## src/rtl/bram_ctrl_pkg.sv

```systemverilog
// Shared types and helpers for the BRAM request-side controller.
//   rd_state_t : per-port read FSM states
//   byte_merge : byte-wise select between two words under a byte mask;
//                callers cast their own widths to/from MERGE_MAX_W.
package bram_ctrl_pkg;

    typedef enum logic [1:0] {
        RD_IDLE = 2'd0,
        RD_PEND = 2'd1,
        RD_HOLD = 2'd2
    } rd_state_t;

    localparam int unsigned MERGE_MAX_W = 1024;
    localparam int unsigned MERGE_MAX_B = MERGE_MAX_W / 8;

    // Byte b of the result is new_data[b] when mask[b] is set, else old_data[b].
    function automatic logic [MERGE_MAX_W-1:0] byte_merge(
        input logic [MERGE_MAX_W-1:0] old_data,
        input logic [MERGE_MAX_W-1:0] new_data,
        input logic [MERGE_MAX_B-1:0] mask
    );
        logic [MERGE_MAX_W-1:0] res;
        res = old_data;
        for (int unsigned b = 0; b < MERGE_MAX_B; b++) begin
            if (mask[b]) begin
                res[8*b +: 8] = new_data[8*b +: 8];
            end
        end
        return res;
    endfunction

endpackage

```

## src/rtl/bram_rd_port_ctrl.sv

```systemverilog
// One BRAM read port: valid/ready request handshake, 1-cycle read latency
// absorption, same-cycle write forwarding and a hold register for backpressure.
// Ports:
//   clk_i, rst_ni                 clock, synchronous active-low reset
//   req_valid_i / req_ready_o     request handshake
//   resp_valid_o / resp_ready_i   response handshake, resp_data_o payload
//   wr_valid_i, wr_index_i,
//   wr_byte_en_i, wr_data_i       concurrent write, observed for forwarding
//   req_index_i                   index of the incoming request
//   ren_o                         BRAM read enable (== accept)
//   rdata_i                       BRAM read data, valid the cycle after ren_o
module bram_rd_port_ctrl
    import bram_ctrl_pkg::*;
#(
    parameter  int unsigned DATA_W = 32,
    parameter  int unsigned IDX_W  = 5,
    localparam int unsigned BYTES  = DATA_W / 8
) (
    input  logic              clk_i,
    input  logic              rst_ni,
    input  logic              req_valid_i,
    output logic              req_ready_o,
    input  logic [IDX_W-1:0]  req_index_i,
    output logic              resp_valid_o,
    input  logic              resp_ready_i,
    output logic [DATA_W-1:0] resp_data_o,
    input  logic              wr_valid_i,
    input  logic [BYTES-1:0]  wr_byte_en_i,
    input  logic [IDX_W-1:0]  wr_index_i,
    input  logic [DATA_W-1:0] wr_data_i,
    output logic              ren_o,
    input  logic [DATA_W-1:0] rdata_i
);

    rd_state_t         state_q;
    logic [BYTES-1:0]  fwd_mask_q;
    logic [DATA_W-1:0] fwd_data_q;
    logic [DATA_W-1:0] hold_q;

    logic              accept;
    logic [BYTES-1:0]  fwd_mask_c;
    logic [DATA_W-1:0] merged;

    // Handshake; everything is forced quiet while reset is asserted.
    assign req_ready_o  = rst_ni & ((state_q == RD_IDLE) | resp_ready_i);
    assign accept       = req_valid_i & req_ready_o;
    assign ren_o        = accept;
    assign resp_valid_o = rst_ni & (state_q != RD_IDLE);

    // Bytes written in the issue cycle are missing from the read-first BRAM data.
    assign fwd_mask_c = (wr_valid_i && (wr_index_i == req_index_i)) ? wr_byte_en_i : '0;
    assign merged     = DATA_W'(byte_merge(MERGE_MAX_W'(rdata_i),
                                           MERGE_MAX_W'(fwd_data_q),
                                           MERGE_MAX_B'(fwd_mask_q)));

    assign resp_data_o = (state_q == RD_PEND) ? merged : hold_q;

    // Read FSM with forward capture and hold register.
    always_ff @(posedge clk_i) begin
        if (!rst_ni) begin
            state_q    <= RD_IDLE;
            fwd_mask_q <= '0;
            fwd_data_q <= '0;
            hold_q     <= '0;
        end else begin
            if (accept) begin
                fwd_mask_q <= fwd_mask_c;
                fwd_data_q <= wr_data_i;
            end
            unique case (state_q)
                RD_IDLE: begin
                    if (accept) state_q <= RD_PEND;
                end
                RD_PEND: begin
                    if (resp_ready_i) begin
                        state_q <= accept ? RD_PEND : RD_IDLE;
                    end else begin
                        // BRAM output is only good for one cycle; freeze it here.
                        hold_q  <= merged;
                        state_q <= RD_HOLD;
                    end
                end
                RD_HOLD: begin
                    if (resp_ready_i) state_q <= accept ? RD_PEND : RD_IDLE;
                end
                default: state_q <= RD_IDLE;
            endcase
        end
    end

endmodule

```

## src/rtl/bram_2r1w_req_ctrl.sv

```systemverilog
// Request-side controller for a 2-read/1-write read-first BRAM.
// Two independent read clients (valid/ready) become BRAM read enables with
// 1-cycle latency; writes pass straight through and are forwarded into reads
// issued in the same cycle.
// Ports:
//   CLK, nRST                       clock, synchronous active-low reset
//   rd{0,1}_req_*                   read request handshake + index
//   rd{0,1}_resp_*                  read response handshake + data
//   wr_req_*                        write request (never stalled)
//   bram_port{0,1}_ren/rindex/rdata BRAM read ports
//   bram_wen_byte/windex/wdata      BRAM write port
// Optional: define BRAM_CTRL_STALL_CNT_EN to add rd{0,1}_stall_cnt, saturating
// counts of cycles with a response waiting on a not-ready consumer.
module bram_2r1w_req_ctrl
    import bram_ctrl_pkg::*;
#(
    parameter  int unsigned INNER_WIDTH = 32,
    parameter  int unsigned OUTER_WIDTH = 32,
    localparam int unsigned INDEX_WIDTH = $clog2(OUTER_WIDTH),
    localparam int unsigned BYTE_W      = INNER_WIDTH / 8
) (
    input  logic                   CLK,
    input  logic                   nRST,
    input  logic                   rd0_req_valid,
    output logic                   rd0_req_ready,
    input  logic [INDEX_WIDTH-1:0] rd0_req_index,
    output logic                   rd0_resp_valid,
    input  logic                   rd0_resp_ready,
    output logic [INNER_WIDTH-1:0] rd0_resp_data,
    input  logic                   rd1_req_valid,
    output logic                   rd1_req_ready,
    input  logic [INDEX_WIDTH-1:0] rd1_req_index,
    output logic                   rd1_resp_valid,
    input  logic                   rd1_resp_ready,
    output logic [INNER_WIDTH-1:0] rd1_resp_data,
    input  logic                   wr_req_valid,
    input  logic [BYTE_W-1:0]      wr_req_byte_en,
    input  logic [INDEX_WIDTH-1:0] wr_req_index,
    input  logic [INNER_WIDTH-1:0] wr_req_data,
    output logic                   bram_port0_ren,
    output logic [INDEX_WIDTH-1:0] bram_port0_rindex,
    input  logic [INNER_WIDTH-1:0] bram_port0_rdata,
    output logic                   bram_port1_ren,
    output logic [INDEX_WIDTH-1:0] bram_port1_rindex,
    input  logic [INNER_WIDTH-1:0] bram_port1_rdata,
    output logic [BYTE_W-1:0]      bram_wen_byte,
    output logic [INDEX_WIDTH-1:0] bram_windex,
    output logic [INNER_WIDTH-1:0] bram_wdata
`ifdef BRAM_CTRL_STALL_CNT_EN
    ,
    output logic [31:0]            rd0_stall_cnt,
    output logic [31:0]            rd1_stall_cnt
`endif
);

    // Write passthrough; byte enables are suppressed while in reset.
    assign bram_wen_byte = (nRST && wr_req_valid) ? wr_req_byte_en : '0;
    assign bram_windex   = wr_req_index;
    assign bram_wdata    = wr_req_data;

    assign bram_port0_rindex = rd0_req_index;
    assign bram_port1_rindex = rd1_req_index;

    bram_rd_port_ctrl #(.DATA_W(INNER_WIDTH), .IDX_W(INDEX_WIDTH)) u_rd0 (
        .clk_i        (CLK),
        .rst_ni       (nRST),
        .req_valid_i  (rd0_req_valid),
        .req_ready_o  (rd0_req_ready),
        .req_index_i  (rd0_req_index),
        .resp_valid_o (rd0_resp_valid),
        .resp_ready_i (rd0_resp_ready),
        .resp_data_o  (rd0_resp_data),
        .wr_valid_i   (wr_req_valid),
        .wr_byte_en_i (wr_req_byte_en),
        .wr_index_i   (wr_req_index),
        .wr_data_i    (wr_req_data),
        .ren_o        (bram_port0_ren),
        .rdata_i      (bram_port0_rdata)
    );

    bram_rd_port_ctrl #(.DATA_W(INNER_WIDTH), .IDX_W(INDEX_WIDTH)) u_rd1 (
        .clk_i        (CLK),
        .rst_ni       (nRST),
        .req_valid_i  (rd1_req_valid),
        .req_ready_o  (rd1_req_ready),
        .req_index_i  (rd1_req_index),
        .resp_valid_o (rd1_resp_valid),
        .resp_ready_i (rd1_resp_ready),
        .resp_data_o  (rd1_resp_data),
        .wr_valid_i   (wr_req_valid),
        .wr_byte_en_i (wr_req_byte_en),
        .wr_index_i   (wr_req_index),
        .wr_data_i    (wr_req_data),
        .ren_o        (bram_port1_ren),
        .rdata_i      (bram_port1_rdata)
    );

`ifdef BRAM_CTRL_STALL_CNT_EN
    // Saturating stall counters.
    always_ff @(posedge CLK) begin
        if (!nRST) begin
            rd0_stall_cnt <= '0;
            rd1_stall_cnt <= '0;
        end else begin
            if (rd0_resp_valid && !rd0_resp_ready && (rd0_stall_cnt != '1))
                rd0_stall_cnt <= rd0_stall_cnt + 32'd1;
            if (rd1_resp_valid && !rd1_resp_ready && (rd1_stall_cnt != '1))
                rd1_stall_cnt <= rd1_stall_cnt + 32'd1;
        end
    end
`endif

endmodule

```

## config.mk

```make
export PLATFORM = sky130hd
export DESIGN_NAME = bram_2r1w_req_ctrl
export DESIGN_NICKNAME = d
export VERILOG_FILES = /design/src/rtl/bram_ctrl_pkg.sv /design/src/rtl/bram_rd_port_ctrl.sv /design/src/rtl/bram_2r1w_req_ctrl.sv
export SDC_FILE = /design/constraint.sdc
export NUM_CORES = 1
export LEC_CHECK = 0
export BUFFER_PORTS_ARGS = -buffer_cell sky130_fd_sc_hd__buf_2
export CORE_UTILIZATION = 51
export DETAILED_ROUTE_END_ITERATION = 6
export PLACE_DENSITY = 0.78
export SYNTH_ARGS = -nofsm -noshare
export SYNTH_HDL_FRONTEND = slang
export SYNTH_SLANG_ARGS = --single-unit
```

## constraint.sdc

```tcl
create_clock -name CLK -period 1.4 [get_ports CLK]
set_input_delay 0.14 -clock CLK [delete_from_list [all_inputs] [get_ports CLK]]
set_output_delay 0.14 -clock CLK [all_outputs]
set_load 0.005 [all_outputs]
```

==> results of run 1 <==
routing by layer:
metal	vias to the layer above	share of wire	routed length, µm	global-route usage
met2	402	0.49	12770	0.5035
met5	-	0	0	0
met3	60	0.084	2168	0.05852
met1	3415	0.39	10180	0.3907
li1	3345	-	-	-
met4	0	0.031	798	0.1080
flip-flops by register name, summed over array words and instances, names as in the netlist:
signal,flops
u_rd0.fwd_data_q,32
u_rd0.fwd_mask_q,4
u_rd1.fwd_mask_q,4
u_rd1.fwd_data_q,32
u_rd0.hold_q,32
u_rd0.state_q,2
u_rd1.state_q,2
u_rd1.hold_q,32
placed cells by master, fill, tap and decap left out, types with 3 or more instances in the layout:
cell type,instances
mux2i_2,16
bufinv_16,5
dfxtp_1,130
buf_12,19
nand2_4,5
buf_4,22
clkbuf_8,4
o21ai_2,89
nand2_2,8
buf_8,6
o31ai_1,8
mux2i_4,12
o21ai_0,6
and3_1,4
dfxtp_4,7
dlygate4sd3_1,4
clkinv_2,4
and2_4,4
mux2i_1,36
nand2_1,181
nand3_1,72
o211a_1,64
buf_16,6
buf_2,237
clkbuf_16,26
nand2b_4,3
xnor2_1,12
buf_6,18
o211ai_1,8
dfxtp_2,3
o21ai_1,32
timing repair:
action                                 CTS  global route
endpoints found under the hold margin    4             0
pin swaps                                2            39
resized for setup                       91           126
setup buffers                           13            13
hold buffers                             4             0
cloned                                   6            14
setup endpoints to repair               71           126
cells by family after synthesis:
kind of cell / synth area share
buf+inv: 0.1159
mux: 0.08752
compound gates: 0.2332
xor+xnor: 0.01436
flops: 0.3829
simple gates: 0.1662
per-stage QoR:
stage | setup slack (ps) | util | TNS, ps | area (µm²) | instances
after floorplan | 181.1 | - | 0 | 7320 | 844
after global placement | 78.28 | 0.6034 | 0 | 8408 | 1171
after detailed placement | 25.13 | 0.6034 | 0 | 8408 | 1171
after CTS | -255.1 | 0.6859 | -12880 | 9558 | 1226
after global routing | -312.8 | 0.7417 | -19770 | 10330 | 1253
final | -283.2 | 0.7417 | -15050 | 10330 | 1253
where the power goes:
part	total, mW	switching [mW]	leakage (nW)	internal, mW
clock	5.07	1.73	0.329	3.34
combinational	2.04	1.05	3.55	0.983
sequential	4.43	0.205	1.16	4.23
worst min-delay path: cells and delay by family:
family	cells	cell delay, ps
and+or+nand+nor	1	80
AOI/OAI and AO/OA	1	60
buffers and inverters	1	120
final cells by class:
type                    instances  area, µm²  share of cell area
clock inverters                11      186.4             0.01804
inverters                       2      7.507           0.0007264
flip-flops and latches        140       2833              0.2741
well taps                     180      225.2             0.02179
clock buffers                  21      480.5             0.04649
multi-input cells             577       4115              0.3982
repair buffers                322       2487              0.2407
path summary, 6_finish.rpt:
path,startpoint,to,cells past startpoint
hold reg to reg,u_rd0.state_q[1],u_rd0.state_q[0],1
setup / recovery,u_rd1.state_q[1],rd1_resp_data[3],4
hold / removal,wr_req_byte_en[1],u_rd1.fwd_mask_q[1],3
setup reg to reg,u_rd1.state_q[1],u_rd1.fwd_mask_q[0],6
==> flow_metrics.env, run 1 <==
export IMPL_ant_nets=0
export IMPL_slew_headroom=0.7371
export IMPL_synth_area_leader_cell="dfxtp_1"
export IMPL_synth_edf_count=0
export IMPL_final_hold_viol_count=0
export IMPL_drt_iter0_drc=637
export IMPL_clkTransAtPathRegs_ps=60
export IMPL_grt_start_max_net_pins=79
export IMPL_vias=7222
export IMPL_synth_commonest_cells="nand2_1 (194), dfxtp_1 (140), nand3_1 (72)"
export IMPL_cts_tree="yes"
export IMPL_grt_antenna_before_repair=1
export IMPL_start_kind="flop"
export IMPL_start_util=0.5253
export IMPL_maxClockFrequency_ghz=0.5941
export IMPL_regToRegSetupSlack_ps=-90
export IMPL_seq_area_frac_synth=0.3829
export IMPL_power_total_mw=11.54
export IMPL_vias_per_cell=5.764
export IMPL_period_needed_ps=1683
export IMPL_synth_fp_nets=966
export IMPL_clock_sinks=140
export IMPL_grt_pass1_vias=6102
export IMPL_portBuffers=242
export IMPL_ys_ff_latch=140
export IMPL_worst_pin_slew_ps=383.4
export IMPL_grt_use_total=0.3034
export IMPL_async_flop_share=0
export IMPL_clockRootBuffer="clkbuf_16"
export IMPL_fillCellCount=985
export IMPL_yosysWarnings=0
export IMPL_drc=0
export IMPL_clock_latency_ps=420
export IMPL_nets=1182
export IMPL_htreeDepth=4
export IMPL_crit_chain="nand2b_4, buf_12, o21ai_0, buf_2"
export IMPL_place_congestion=0.8163
export IMPL_clock_skew_ps=7.528
export IMPL_syn_area_mm2=0.007320
export IMPL_cpPeakStageDelay_ps=360
export IMPL_ios=243
export IMPL_hpwl_um=15090
export IMPL_grt_first_pass_wirelength_um=33400
export IMPL_area_growth_pct=41.20
export IMPL_setup_viol=93
export IMPL_synth_top_cell_area_share=0.3829
export IMPL_maxCapViolCount=0
export IMPL_outcome="finished, violations left"
export IMPL_core_area_mm2=0.01393
export IMPL_path_buf_inv=2
export IMPL_wl_per_cell_um=20.68
export IMPL_crit_arrival_ps=1540
export IMPL_dr_pass1_iters=6
export IMPL_hold_class="input port to flop"
export IMPL_post_synth_top_count_cell="nand2_1"
export IMPL_crit_family="flip-flops"
export IMPL_die_area_mm2=0.01484
export IMPL_ir_drop_mv=0.9848
export IMPL_final_layout_size_suffix_gt1_frac=0.4697
export IMPL_die_y_um=121.8
export IMPL_p_leak_nw=5.036
export IMPL_violations="negative setup slack"
export IMPL_post_route_period_util=1.202
export IMPL_cp_slowest_cell="dfxtp_4"
export IMPL_dominantRegCellSynth="dfxtp_1"
export IMPL_cp_max_fo=17
export IMPL_row_count=43
export IMPL_rsz0062_at_grt="true"
export IMPL_required_ps=1260
export IMPL_postSynthCellCount=844
export IMPL_grt_ovfl_total=0
export IMPL_fin_ws_ps=-283.2
export IMPL_synth_area_leaders="dfxtp_1 (38%), nand2_1 (9.9%), mux2i_1 (8.8%), o211a_1 (8.8%), o21ai_2 (6.9%)"
export IMPL_synth_distinct_cells=27
export IMPL_finalWirelength_um=25920
export IMPL_crit_type="flop to output port"
export IMPL_clock_path_buffers=2
export IMPL_worstSetupEndpointType="output port"
export IMPL_final_max_slew_viol_count=0
export IMPL_antenna_cells=0
export IMPL_cts_buffers=17
export IMPL_fp_dieW_um=121.8
export IMPL_whs_ps=9.000
export IMPL_p_per_area_mw_per_mm2=1117
export IMPL_syn_mean_instance_area_um2=8.672
(Power assumes the default switching activity.)
==> inputs of run 2 (changes only) <==
- ABC_AREA: not set -> 1
==> flow_metrics.env, run 2 <==
export IMPL_outcome="finished, violations left"
export IMPL_violations="negative setup slack"
export IMPL_synth_fp_nets=1163
export IMPL_grt_antenna_before_repair=1
export IMPL_final_max_slew_viol_count=0
export IMPL_grt_pass1_vias=6867
export IMPL_cp_max_fo=16
export IMPL_syn_area_mm2=0.007149
export IMPL_whs_ps=2.020
export IMPL_postSynthCellCount=1041
export IMPL_final_layout_size_suffix_gt1_frac=0.3691
export IMPL_start_util=0.5314
export IMPL_synth_commonest_cells="o21ai_0 (187), inv_1 (183), nand2_1 (160)"
export IMPL_vias=7815
export IMPL_synth_area_leader_cell="dfxtp_1"
export IMPL_worst_pin_slew_ps=527.0
export IMPL_design_area_mm2=0.01033
export IMPL_fp_dieW_um=120.4
export IMPL_hold_class="input port to flop"
export IMPL_clock_sinks=140
export IMPL_clock_path_buffers=2
export IMPL_grt_use_total=0.2943
export IMPL_core_area_mm2=0.01345
export IMPL_fin_ws_ps=-354.5
export IMPL_synth_area_leaders="dfxtp_1 (39%), o21ai_0 (13%), inv_1 (9.6%), nand2_1 (8.4%), nand3_1 (5.9%)"
export IMPL_clkTransAtPathRegs_ps=60
export IMPL_crit_arrival_ps=1610
export IMPL_yosysWarnings=0
export IMPL_die_y_um=120.4
export IMPL_async_flop_share=0
export IMPL_crit_type="flop to output port"
export IMPL_fillCellCount=1029
export IMPL_clock_skew_ps=6.645
export IMPL_p_per_area_mw_per_mm2=1072
export IMPL_ios=243
export IMPL_post_synth_top_count_cell="o21ai_0"
export IMPL_row_count=42
export IMPL_cts_tree="yes"
export IMPL_cts_buffers=17
export IMPL_ant_nets=0
export IMPL_vias_per_cell=5.338
export IMPL_dr_pass1_iters=5
export IMPL_synth_distinct_cells=20
export IMPL_ir_drop_mv=0.8391
export IMPL_final_common_cell="buf_2"
export IMPL_maxClockFrequency_ghz=0.5700
export IMPL_die_area_mm2=0.01450
export IMPL_drt_iter0_drc=678
export IMPL_p_leak_nw=4.954
export IMPL_htreeDepth=4
export IMPL_ys_ff_latch=140
export IMPL_worstSetupEndpointType="output port"
export IMPL_wl_per_cell_um=16.52
export IMPL_final_hold_viol_count=0
export IMPL_drc=0
export IMPL_portBuffers=242
export IMPL_start_kind="flop"
export IMPL_hpwl_um=13720
export IMPL_maxCapViolCount=0
export IMPL_place_congestion=0.8809
export IMPL_grt_start_max_net_pins=50
export IMPL_post_route_period_util=1.253
export IMPL_grt_ovfl_total=0
export IMPL_dominantRegCellSynth="dfxtp_1"
export IMPL_seq_area_frac_synth=0.3920
export IMPL_placed_cell_area_mm2=0.008120
export IMPL_setup_viol=102
export IMPL_syn_mean_instance_area_um2=6.868
export IMPL_clockRootBuffer="clkbuf_16"
export IMPL_nets=1396
export IMPL_grt_first_pass_wirelength_um=32810
export IMPL_area_growth_pct=44.56
export IMPL_synth_top_cell_area_share=0.3920
export IMPL_period_needed_ps=1754
export IMPL_finalWirelength_um=24190
export IMPL_required_ps=1260
export IMPL_layout_common_cells="buf_2 (242), inv_1 (182), dfxtp_1 (134)"
export IMPL_rsz0062_at_grt="true"
export IMPL_clock_latency_ps=430
export IMPL_synth_edf_count=0
export IMPL_slew_headroom=0.6460
-- run 2: logic make-up (layout without fill, tap and decap cells) --
group | Yosys count | count (layout) | synth area share
flip-flops | 140 | 140 | 0.3920
other | 0 | 1 | 0
AND/OR/NAND/NOR | 275 | 275 | 0.1622
buffers and inverters | 299 | 545 | 0.2154
AO/OA/AOI/OAI | 327 | 327 | 0.2303
-- run 2: repair_timing --
item | 4_1_cts | 5_1_grt
pin swaps | 5 | 31
gates resized for setup | 96 | 198
endpoints found under the setup margin | 67 | 195
endpoints found under the hold margin | 12 | 0
buffers inserted | 17 | 11
gates cloned | 13 | 16
hold buffers | 9 | 0
-- run 2: layout make-up --
class / count / area (µm²) / share of cell area
Clock inverter: 14 / 171.4 / 0.01659
Timing Repair Buffer: 328 / 2679 / 0.2592
Tap cell: 176 / 220.2 / 0.02131
Antenna cell: 1 / 2.502 / 0.0002421
Clock buffer: 18 / 439.2 / 0.04249
Multi-Input combinational cell: 602 / 3311 / 0.3203
Inverter: 185 / 694.4 / 0.06719
Sequential cell: 140 / 2818 / 0.2726
-- run 2: where the power goes --
group,switching [mW],internal (mW),total (mW)
clock network,1.81,2.84,4.65
logic,1.09,0.986,2.08
registers,0.122,4.23,4.35
total,3.02,8.06,11.1
-- run 2: layer usage --
layer,global-route usage,routed length (µm),vias to the layer above
li1,-,-,3773
met3,0.05991,1565,50
met1,0.3478,9772,3629
met2,0.5223,12310,363
met5,0,0,-
met4,0.1111,539,0
-- run 2: stage by stage --
stage	utilization	power (mW)	cells	setup TNS (ps)	setup slack [ps]
after global placement	0.6036	5.794	1371	0	118.6
final	0.7682	11.08	1464	-23870	-354.5
after global routing	0.7682	11.50	1464	-29470	-383.8
after detailed placement	0.6036	5.817	1371	0	67.90
after floorplan	-	5.304	1041	0	268.8
after CTS	0.7035	10.71	1441	-15850	-293.6
-- run 2: path summary, 6_finish.rpt --
path,from,endpoint,slack [ps],cells past startpoint
hold / removal,wr_req_data[29],u_rd1.fwd_data_q[29],2,3
setup reg to reg,u_rd1.state_q[0],u_rd1.hold_q[27],-230,10
hold reg to reg,u_rd1.hold_q[24],u_rd1.hold_q[24],450,2
setup / recovery,u_rd1.fwd_mask_q[0],rd1_resp_data[1],-350,5
-- run 2: worst max-delay path, stage by stage (launching register included) --
cell and delay [ps]:
dfxtp_1 330, buf_12 150, o21ai_0 340, nand2_1 150
o21ai_2 80, buf_2 120
